==> config.mk <==
export PLATFORM = sky130hd
export DESIGN_NAME = pipeline_scoreboard
export DESIGN_NICKNAME = d
export VERILOG_FILES = /design/src/rtl/pipeline_scoreboard.sv
export SDC_FILE = /design/constraint.sdc
export NUM_CORES = 1
export LEC_CHECK = 0
export BUFFER_PORTS_ARGS = -buffer_cell sky130_fd_sc_hd__buf_2
export CORE_ASPECT_RATIO = 0.7
export CORE_UTILIZATION = 38
export CTS_BUF_LIST = sky130_fd_sc_hd__clkbuf_8
export CTS_CLUSTER_SIZE = 28
export DETAILED_ROUTE_END_ITERATION = 16
export GPL_TIMING_DRIVEN = 0
export PLACE_DENSITY_LB_ADDON = 0.25
export RECOVER_POWER = 100
export SLEW_MARGIN = 20
export SYNTH_ARGS = -nofsm -noshare
export SYNTH_HDL_FRONTEND = slang
export SYNTH_SLANG_ARGS = --single-unit
==> constraint.sdc <==
create_clock -name clk -period 6.1 [get_ports clk]
set_input_delay 0.61 -clock clk [delete_from_list [all_inputs] [get_ports clk]]
set_output_delay 0.61 -clock clk [all_outputs]
set_load 0.01 [all_outputs]
==> src/rtl/pipeline_scoreboard.sv <==
// Register scoreboard and hazard controller between decode and execute.
// Tracks pending results per register so functional units may have variable latency.
module pipeline_scoreboard #(
  parameter int NUM_REGS   = 16,
  parameter int REG_AW     = 4,
  parameter int LAT_W      = 3,
  parameter int AGE_W      = 3,
  parameter int FLUSH_SPAN = 2,
  parameter int CNT_W      = 32
) (
  input  logic              clk,
  input  logic              reset_n,
  input  logic              id_valid,
  input  logic [REG_AW-1:0] id_rs1,
  input  logic [REG_AW-1:0] id_rs2,
  input  logic              id_rs1_used,
  input  logic              id_rs2_used,
  input  logic [REG_AW-1:0] id_rd,
  input  logic              id_rd_we,
  input  logic [LAT_W-1:0]  id_lat,
  input  logic              wb_valid,
  input  logic [REG_AW-1:0] wb_rd,
  input  logic              flush,
  output logic              stall,
  output logic              issue,
  output logic              fwd_rs1,
  output logic              fwd_rs2,
  output logic [REG_AW:0]   busy_count,
  output logic [CNT_W-1:0]  stall_count
);

  localparam int DEPTH = 1 << REG_AW;
  localparam logic [LAT_W:0] MAX_LAT = (LAT_W+1)'((1 << LAT_W) - 1);
  localparam logic [AGE_W-1:0] AGE_MAX = '1;

  logic [DEPTH-1:0]   busy_q, busy_d;
  logic [LAT_W-1:0]   cnt_q [DEPTH];
  logic [LAT_W-1:0]   cnt_d [DEPTH];
  logic [AGE_W-1:0]   age_q [DEPTH];
  logic [AGE_W-1:0]   age_d [DEPTH];
  logic [REG_AW:0]    busy_count_q, busy_count_d;
  logic [CNT_W-1:0]   stall_count_q;

  logic [LAT_W:0]     lat_wide;
  logic [LAT_W-1:0]   lat_e;
  logic               raw_rs1, raw_rs2, waw;

  // Clamp kept so a narrower MAX_LAT can be introduced without touching the hazard logic.
  assign lat_wide = {1'b0, id_lat};
  assign lat_e    = (lat_wide > MAX_LAT) ? MAX_LAT[LAT_W-1:0] : id_lat;

  assign raw_rs1 = id_rs1_used && (id_rs1 != '0) && busy_q[id_rs1] && (cnt_q[id_rs1] != '0);
  assign raw_rs2 = id_rs2_used && (id_rs2 != '0) && busy_q[id_rs2] && (cnt_q[id_rs2] != '0);
  assign waw     = id_rd_we && (id_rd != '0) && busy_q[id_rd] && (cnt_q[id_rd] > lat_e);

  assign stall   = id_valid && !flush && (raw_rs1 || raw_rs2 || waw);
  assign issue   = id_valid && !stall && !flush;
  assign fwd_rs1 = id_rs1_used && (id_rs1 != '0) && busy_q[id_rs1] && (cnt_q[id_rs1] == '0);
  assign fwd_rs2 = id_rs2_used && (id_rs2 != '0) && busy_q[id_rs2] && (cnt_q[id_rs2] == '0);

  // NOTE: blocking assignments in always_comb let later priority levels override
  // earlier ones; every target gets a default first so no latch is inferred.
  always_comb begin
    busy_d       = busy_q;
    busy_count_d = '0;
    for (int r = 0; r < DEPTH; r++) begin
      cnt_d[r] = cnt_q[r];
      age_d[r] = age_q[r];
      if (r == 0 || r >= NUM_REGS) begin
        busy_d[r] = 1'b0;
        cnt_d[r]  = '0;
        age_d[r]  = '0;
      end else begin
        // Lowest to highest priority: aging, writeback, flush, issue.
        if (busy_q[r]) begin
          if (cnt_q[r] != '0)     cnt_d[r] = cnt_q[r] - 1'b1;
          if (age_q[r] != AGE_MAX) age_d[r] = age_q[r] + 1'b1;
        end
        if (wb_valid && (wb_rd == REG_AW'(r))) busy_d[r] = 1'b0;
        if (flush && busy_q[r] && (int'(age_q[r]) < FLUSH_SPAN)) busy_d[r] = 1'b0;
        if (issue && id_rd_we && (id_rd == REG_AW'(r))) begin
          busy_d[r] = 1'b1;
          cnt_d[r]  = lat_e;
          age_d[r]  = '0;
        end
      end
      busy_count_d = busy_count_d + {{REG_AW{1'b0}}, busy_d[r]};
    end
  end

  // NOTE: the per-register arrays are plain flops, not a RAM macro, so every
  // entry is reset; no stale busy bit may survive reset.
  always_ff @(posedge clk or negedge reset_n) begin
    if (!reset_n) begin
      busy_q        <= '0;
      busy_count_q  <= '0;
      stall_count_q <= '0;
      for (int r = 0; r < DEPTH; r++) begin
        cnt_q[r] <= '0;
        age_q[r] <= '0;
      end
    end else begin
      busy_q       <= busy_d;
      busy_count_q <= busy_count_d;
      for (int r = 0; r < DEPTH; r++) begin
        cnt_q[r] <= cnt_d[r];
        age_q[r] <= age_d[r];
      end
      if (stall && (stall_count_q != '1)) stall_count_q <= stall_count_q + 1'b1;
    end
  end

  assign busy_count  = busy_count_q;
  assign stall_count = stall_count_q;

endmodule

==> results.sh, run 1 <==
export IMPL_final_max_slew_viol_count=144
export IMPL_leakagePower_nw=4.81
export IMPL_ys_seq_area_share_pct=38.0
export IMPL_clkTransAtPathRegs_ns=0.09
export IMPL_multi_input_area_um2=5370
export IMPL_initial_core_util_pct=39.0
export IMPL_p_switching_w=0.00161
export IMPL_synth_top_area_share_pct=38.0
export IMPL_finalNonFillerCells=1347
export IMPL_drtPass1Iterations=7
export IMPL_hold_path_class="reg -> reg"
export IMPL_design_die_area_um2=25100
export IMPL_clkPwrFrac_pct=20.8
export IMPL_p_comb_share_pct=38.7
export IMPL_synth_ff_type="dfrtp_1"
export IMPL_clk_latency_ns=0.48
export IMPL_netlist_top_cells_area="dfrtp_1, ha_1, mux2i_1, mux4_2, nor2_1"
export IMPL_hold_viol_final=0
export IMPL_critPathLaunchType="input port"
export IMPL_nets=1118
export IMPL_cts_made_buffers=17
export IMPL_die_w_um=189
export IMPL_syn_inst=916
export IMPL_routed_wl_um=24800
export IMPL_synth_async_sr_flop_share_pct=100
export IMPL_synth_edf_count=0
export IMPL_drive_gt1_share_pct=15.9
export IMPL_r2r_end="busy_count[2]$_DFF_PN0_"
export IMPL_grt_max_degree=72
export IMPL_startpoint="id_rd[0]"
export IMPL_powerDensity_nw_per_um2=387
export IMPL_die_h_um=133
export IMPL_antenna_found_initial=1
export IMPL_viasPerCell=5.33
export IMPL_violations="capacitance limit, slew limit, setup timing"
export IMPL_post_synth_instance_area_um2=9280
export IMPL_postCtsHoldBufs=0
export IMPL_grt_pass1_vias=7116
export IMPL_fill_cells=2328
export IMPL_register_area_um2=3530
export IMPL_setup_viol=3
export IMPL_maxCapViolations=2
export IMPL_cts_root_buf="clkbuf_8"
export IMPL_endpoint_kind="flop"
export IMPL_switching_share_pct=38.8
export IMPL_worstMarginPinSlew_ns=3.93
export IMPL_cts_buffer_depth=2
export IMPL_drc=0
export IMPL_synth_most_common_cell="dfrtp_1"
export IMPL_arrival_ns=6.67
export IMPL_period_share_pct=103
export IMPL_avgSynthCellArea_um2=10.1
export IMPL_holdWs_ns=0.501
export IMPL_antenna_left=0
export IMPL_cts_tree="done"
export IMPL_synth_warnings=0
export IMPL_dpl_hpwl_um=18100
export IMPL_rsz0062_at_grt="yes"
export IMPL_rr_worst_depth=19
export IMPL_gp_congestion=0.930
export IMPL_htreeDepth=4
export IMPL_port_buffers=61
export IMPL_grt_ovfl_total=0
export IMPL_seqPwrFrac_pct=40.5
export IMPL_synth_common_cells="dfrtp_1, nor2_1, mux2i_1"
export IMPL_crit_required_ns=6.47
export IMPL_slew_headroom_pct=-162
export IMPL_dp_cells=1296
export IMPL_rows=47
export IMPL_crit_fanout=7
export IMPL_cp_endpoint="busy_count[2]$_DFF_PN0_"
export IMPL_synth_seq_cells=141
export IMPL_ir_drop_v=0.000210
export IMPL_finalCriticalPeriod_ns=6.30
export IMPL_coreArea_um2=23800
export IMPL_syn_nets=1019
export IMPL_vias=7184
export IMPL_r2r_setup_slack_ns=-0.15
export IMPL_intPower_w=0.00253
export IMPL_area_delta_synth_final_pct=15.3
export IMPL_cts_sinks=141
export IMPL_grt_pass1_wl_um=39800
export IMPL_grt_usage_pct=21.0
export IMPL_rr_startpoint="cnt_q[1]$_DFFE_PN0P_"
export IMPL_post_route_worst_setup_slack_ns=-0.196
export IMPL_synth_area_leader_cell="dfrtp_1"
export IMPL_status="complete, but fails checks"
export IMPL_dr_first_iter_drc_count=670
export IMPL_finalSetupTns_ns=-0.397
export IMPL_power_w=0.00414
export IMPL_worstSetupPathType="in -> reg"
export IMPL_max_freq_mhz=159
export IMPL_synth_cell_types=61
export IMPL_io_pins=68
export IMPL_fin_worst_skew_ns=0.0170
export IMPL_post_drt_wl_per_cell_um=18.4
export IMPL_pre_cts_slack_ns=-1.22
==> flip-flops by register name (all words and copies together), names as in the netlist <==
name and count:
age_q 45, busy_count 4, busy_q 15, cnt_q 45, stall_count 32
==> final cells by class <==
| type | count | share of cell area, % |
|---|---|---|
| clock inverter | 15 | 1.95 |
| buffer | 42 | 2.86 |
| clock buffer | 17 | 2.19 |
| multi-input combinational | 671 | 50.2 |
| timing repair buffer | 82 | 4.02 |
| inverter | 60 | 2.10 |
| sequential | 141 | 33.0 |
| antenna | 1 | 0.0234 |
| tap | 318 | 3.72 |
==> critical path, stage by stage <==
cell,delay [ns]
buf_8,0.08
buf_12,0.09
clkbuf_16,0.14
mux4_2,0.54
mux4_2,0.52
ha_4,0.23
nor2b_4,0.12
o21a_1,0.17
o2111ai_2,0.22
a31oi_2,0.07
a221oi_2,0.31
buf_4,0.20
and3_4,0.22
o21ba_4,0.16
fa_1,0.51
fa_1,0.53
fa_1,0.51
inv_2,0.04
fa_1,0.47
fa_2,0.38
fa_2,0.39
xor2_1,0.14
==> power by group through the flow <==
| stage | clock network, W | logic [W] | registers (W) |
|---|---|---|---|
| after floorplan | 0 | 0.00122 | 0.00157 |
| after global placement | 0 | 0.00152 | 0.00168 |
| after detailed placement | 0 | 0.00157 | 0.00168 |
| after CTS | 0.000885 | 0.00162 | 0.00167 |
| after global routing | 0.000928 | 0.00187 | 0.00173 |
| final | 0.000863 | 0.00160 | 0.00168 |
==> what timing repair did <==
item / CTS / global route
pin swaps: 10 / 10
hold endpoints to repair: 0 / 0
gates resized for setup: 17 / 6
buffers inserted: 13 / 7
endpoints found under the setup margin: 4 / 4
==> cell families (layout without fill, tap and decap cells) <==
| group | Yosys count | count (layout) | synth area share (%) |
|---|---|---|---|
| and+or+nand+nor | 334 | 334 | 18.3 |
| DFF | 141 | 141 | 38.0 |
| muxes | 110 | 110 | 15.6 |
| AOI/OAI and AO/OA | 88 | 88 | 6.06 |
| adders and majority gates | 76 | 76 | 11.1 |
| xor gates and xnor gates | 62 | 62 | 5.85 |
| other | 1 | 2 | 0.0404 |
| buffers and inverters | 104 | 216 | 5.09 |
==> stage by stage <==
stage,utilization (%),instance area (um^2)
2_1_floorplan,-,9380
3_3_place_gp,42.3,10100
3_5_place_dp,42.5,10100
4_1_cts,45.0,10700
5_1_grt,45.0,10700
6_report,45.0,10700
==> layer usage <==
metal | track usage, % | vias up | wire (um)
li1 | - | 3421 | -
met1 | 30.8 | 3503 | 12100
met2 | 29.2 | 232 | 10400
met3 | 7.14 | 28 | 2020
met4 | 5.56 | 0 | 289
met5 | 0 | - | 0
==> how the worst min path moves through the flow <==
| stage | slack [ns] | endpoint | cells after the start | start |
|---|---|---|---|---|
| finish | 0.50 | stall_count[17]$_DFFE_PN0P_ | 1 | stall_count[17]$_DFFE_PN0P_ |
| global route | 0.50 | cnt_q[18]$_DFFE_PN0P_ | 2 | id_lat[0] |
| CTS | 0.10 | age_q[6]$_DFFE_PN0P_ | 1 | reset_n |
| detailed placement | 0.49 | stall_count[30]$_DFFE_PN0P_ | 1 | stall_count[30]$_DFFE_PN0P_ |
| global placement | 0.49 | stall_count[29]$_DFFE_PN0P_ | 1 | stall_count[29]$_DFFE_PN0P_ |
| floorplan | 0.31 | age_q[0]$_DFFE_PN0P_ | 0 | reset_n |
==> cell usage in the layout, fill, tap and decap left out, drive strengths merged, types with 3 or more instances in the layout <==
cell,netlist,final
nand2b,12,12
inv,60,65
nor4,17,17
nand3b,6,6
nand2,55,55
or3,3,3
mux2i,67,67
clkbuf,22,77
o21bai,3,3
and3,22,22
mux2,18,18
nor2,91,91
o211ai,9,9
clkinv,0,3
nand4,10,10
bufinv,0,4
a22o,3,3
clkinvlp,0,3
or3b,3,3
mux4,25,25
fa,10,10
and2,9,9
dfrtp,141,141
buf,22,64
xnor2,32,32
o21ai,17,17
nor3,49,49
xor2,30,30
nor2b,22,22
ha,66,66
or4,3,3
a21oi,34,34
nand3,26,26
Power figures use the tool's default switching activity.
==> run 2, diff against run 1 <==
--- a/config.mk
+++ b/config.mk
@@ -14,6 +14,7 @@
 export GPL_TIMING_DRIVEN = 0
 export PLACE_DENSITY_LB_ADDON = 0.25
 export RECOVER_POWER = 100
+export SETUP_SLACK_MARGIN = 0.5
 export SLEW_MARGIN = 20
 export SYNTH_ARGS = -nofsm -noshare
 export SYNTH_HDL_FRONTEND = slang
==> run 2 against run 1 <==
The run still ends with capacitance limit, slew limit, setup timing left. Setup slack got worse by 0.082 ns. Combinational power about the same. Cell count decreased by 0.15%. Sequential share of layout area increased by 0.12 points. Power decreased by 0.48%. Register-to-register slack got worse by 0.08 ns.
==> results.sh, run 2 (synthesis results as in run 1) <==
export IMPL_finalCriticalPeriod_ns=6.38
export IMPL_cts_root_buf="clkbuf_8"
export IMPL_hold_path_class="reg -> reg"
export IMPL_area_delta_synth_final_pct=14.9
export IMPL_r2r_setup_slack_ns=-0.23
export IMPL_arrival_ns=6.72
export IMPL_cts_sinks=141
export IMPL_powerDensity_nw_per_um2=386
export IMPL_placed_cell_area_um2=10100
export IMPL_grt_usage_pct=20.9
export IMPL_cts_tree="done"
export IMPL_max_freq_mhz=157
export IMPL_port_buffers=61
export IMPL_min_to="stall_count[29]$_DFFE_PN0P_"
export IMPL_grt_ovfl_total=0
export IMPL_io_pins=68
export IMPL_grt_pass1_vias=7146
export IMPL_grt_max_degree=82
export IMPL_dpl_hpwl_um=18400
export IMPL_clk_latency_ns=0.46
export IMPL_die_w_um=189
export IMPL_drtPass1Iterations=5
export IMPL_layout_common_cells="dfrtp_1, nor2_1, mux2i_1"
export IMPL_setup_viol=3
export IMPL_final_common_cell="dfrtp_1"
export IMPL_final_util_pct=44.8
export IMPL_routed_wl_um=24800
export IMPL_fin_area_um2=10700
export IMPL_crit_required_ns=6.44
export IMPL_rr_startpoint="cnt_q[1]$_DFFE_PN0P_"
export IMPL_status="complete, but fails checks"
export IMPL_viasPerCell=5.39
export IMPL_crit_fanout=8
export IMPL_antenna_found_initial=1
export IMPL_htreeDepth=4
export IMPL_dr_first_iter_drc_count=697
export IMPL_postCtsHoldBufs=0
export IMPL_finalNonFillerCells=1345
export IMPL_gp_congestion=0.898
export IMPL_antenna_left=0
export IMPL_coreArea_um2=23800
export IMPL_maxCapViolations=2
export IMPL_dp_cells=1296
export IMPL_fill_cells=2299
export IMPL_nets=1117
export IMPL_post_route_worst_setup_slack_ns=-0.278
export IMPL_worstMarginPinSlew_ns=3.38
export IMPL_slew_headroom_pct=-125
export IMPL_register_area_um2=3530
export IMPL_cts_made_buffers=17
export IMPL_critPathLaunchType="input port"
export IMPL_rr_worst_depth=22
export IMPL_multi_input_area_um2=5360
export IMPL_fin_worst_skew_ns=0.0149
export IMPL_min_from="stall_count[29]$_DFFE_PN0P_"
export IMPL_design_die_area_um2=25100
export IMPL_violations="capacitance limit, slew limit, setup timing"
export IMPL_hold_viol_final=0
export IMPL_vias=7249
export IMPL_ir_drop_v=0.000206
export IMPL_cts_buffer_depth=2
export IMPL_endpoint_kind="flop"
export IMPL_r2r_end="busy_count[2]$_DFF_PN0_"
export IMPL_post_drt_wl_per_cell_um=18.5
export IMPL_clkTransAtPathRegs_ns=0.08
export IMPL_leakagePower_nw=4.82
export IMPL_grt_pass1_wl_um=39900
export IMPL_die_h_um=133
export IMPL_drive_gt1_share_pct=14.8
export IMPL_hold_path_depth=1
export IMPL_rsz0062_at_grt="yes"
export IMPL_drc=0
export IMPL_initial_core_util_pct=39.0
export IMPL_period_share_pct=105
export IMPL_final_max_slew_viol_count=144
export IMPL_pre_cts_slack_ns=-1.16
export IMPL_rows=47
export IMPL_worstSetupPathType="in -> reg"
-- run 2: changes by cell type in the layout (fill, tap and decap cells not counted), sizes merged --
cell      before  now
clkbuf        77   82
buf           64   61
clkinv         3    1
clkinvlp       3    1
-- run 2: layer usage --
layer / vias to the layer above / routed length, um / global-route usage, %
met1: 3594 / 12600 / 31.9
met3: 18 / 1690 / 5.41
li1: 3414 / - / -
met2: 223 / 10300 / 29.1
met5: - / 0 / 0
met4: 0 / 231 / 4.70
-- run 2: power breakdown --
group | switching (W) | internal (W) | leakage, nW
clock | 0.000364 | 0.000468 | 0.231
sequential | 0.000397 | 0.00128 | 1.74
combinational | 0.000810 | 0.000799 | 2.86
total | 0.00157 | 0.00255 | 4.82
-- run 2: what timing repair did --
item                       4_1_cts  5_1_grt
setup endpoints to repair        4        4
setup buffers                   15        2
gates resized for setup         13        3
pin swaps                       11        6
-- run 2: critical path, cell delays in order --
cell,delay [ns]
buf_8,0.08
buf_12,0.09
clkbuf_16,0.14
mux4_2,0.55
mux4_2,0.53
ha_4,0.28
nor2b_1,0.13
o21a_1,0.13
o2111ai_2,0.14
a31oi_2,0.22
a221oi_2,0.05
buf_4,0.17
buf_6,0.13
and3_4,0.15
buf_6,0.11
a31o_4,0.21
fa_1,0.58
inv_2,0.05
fa_1,0.49
fa_1,0.50
inv_1,0.05
fa_1,0.45
fa_2,0.37
fa_2,0.34
xor2_1,0.15
-- run 2: stage by stage --
step | total power [W] | hold WS, ns | setup TNS, ns
2_1_floorplan | 0.00279 | 0.314 | -0.413
3_3_place_gp | 0.00320 | 0.492 | -4.00
3_5_place_dp | 0.00327 | 0.487 | -3.96
4_1_cts | 0.00416 | 0.0877 | -0.903
5_1_grt | 0.00450 | 0.520 | -1.18
6_report | 0.00412 | 0.503 | -0.784
-- run 2: how the worst max path moves through the flow --
stage              from                      end  slack [ns]  cells after the start
6_report       id_rd[0]  busy_count[2]$_DFF_PN0_       -0.28                     25
2_1_floorplan  id_rd[0]  busy_count[2]$_DFF_PN0_       -0.22                     23
3_3_place_gp   id_rd[1]  busy_count[2]$_DFF_PN0_       -1.16                     24
4_1_cts        id_rd[0]  busy_count[2]$_DFF_PN0_       -0.32                     25
5_1_grt        id_rd[0]  busy_count[2]$_DFF_PN0_       -0.41                     25
3_5_place_dp   id_rd[1]  busy_count[2]$_DFF_PN0_       -1.16                     24
-- run 2: area by class of cell --
| cell class | instances | area share [%] |
|---|---|---|
| Multi-Input combinational cell | 671 | 50.2 |
| Sequential cell | 141 | 33.1 |
| Timing Repair Buffer | 79 | 3.79 |
| Tap cell | 318 | 3.73 |
| Buffer | 44 | 3.07 |
| Clock buffer | 20 | 2.58 |
| Inverter | 60 | 2.11 |
| Clock inverter | 11 | 1.42 |
| Antenna cell | 1 | 0.0235 |
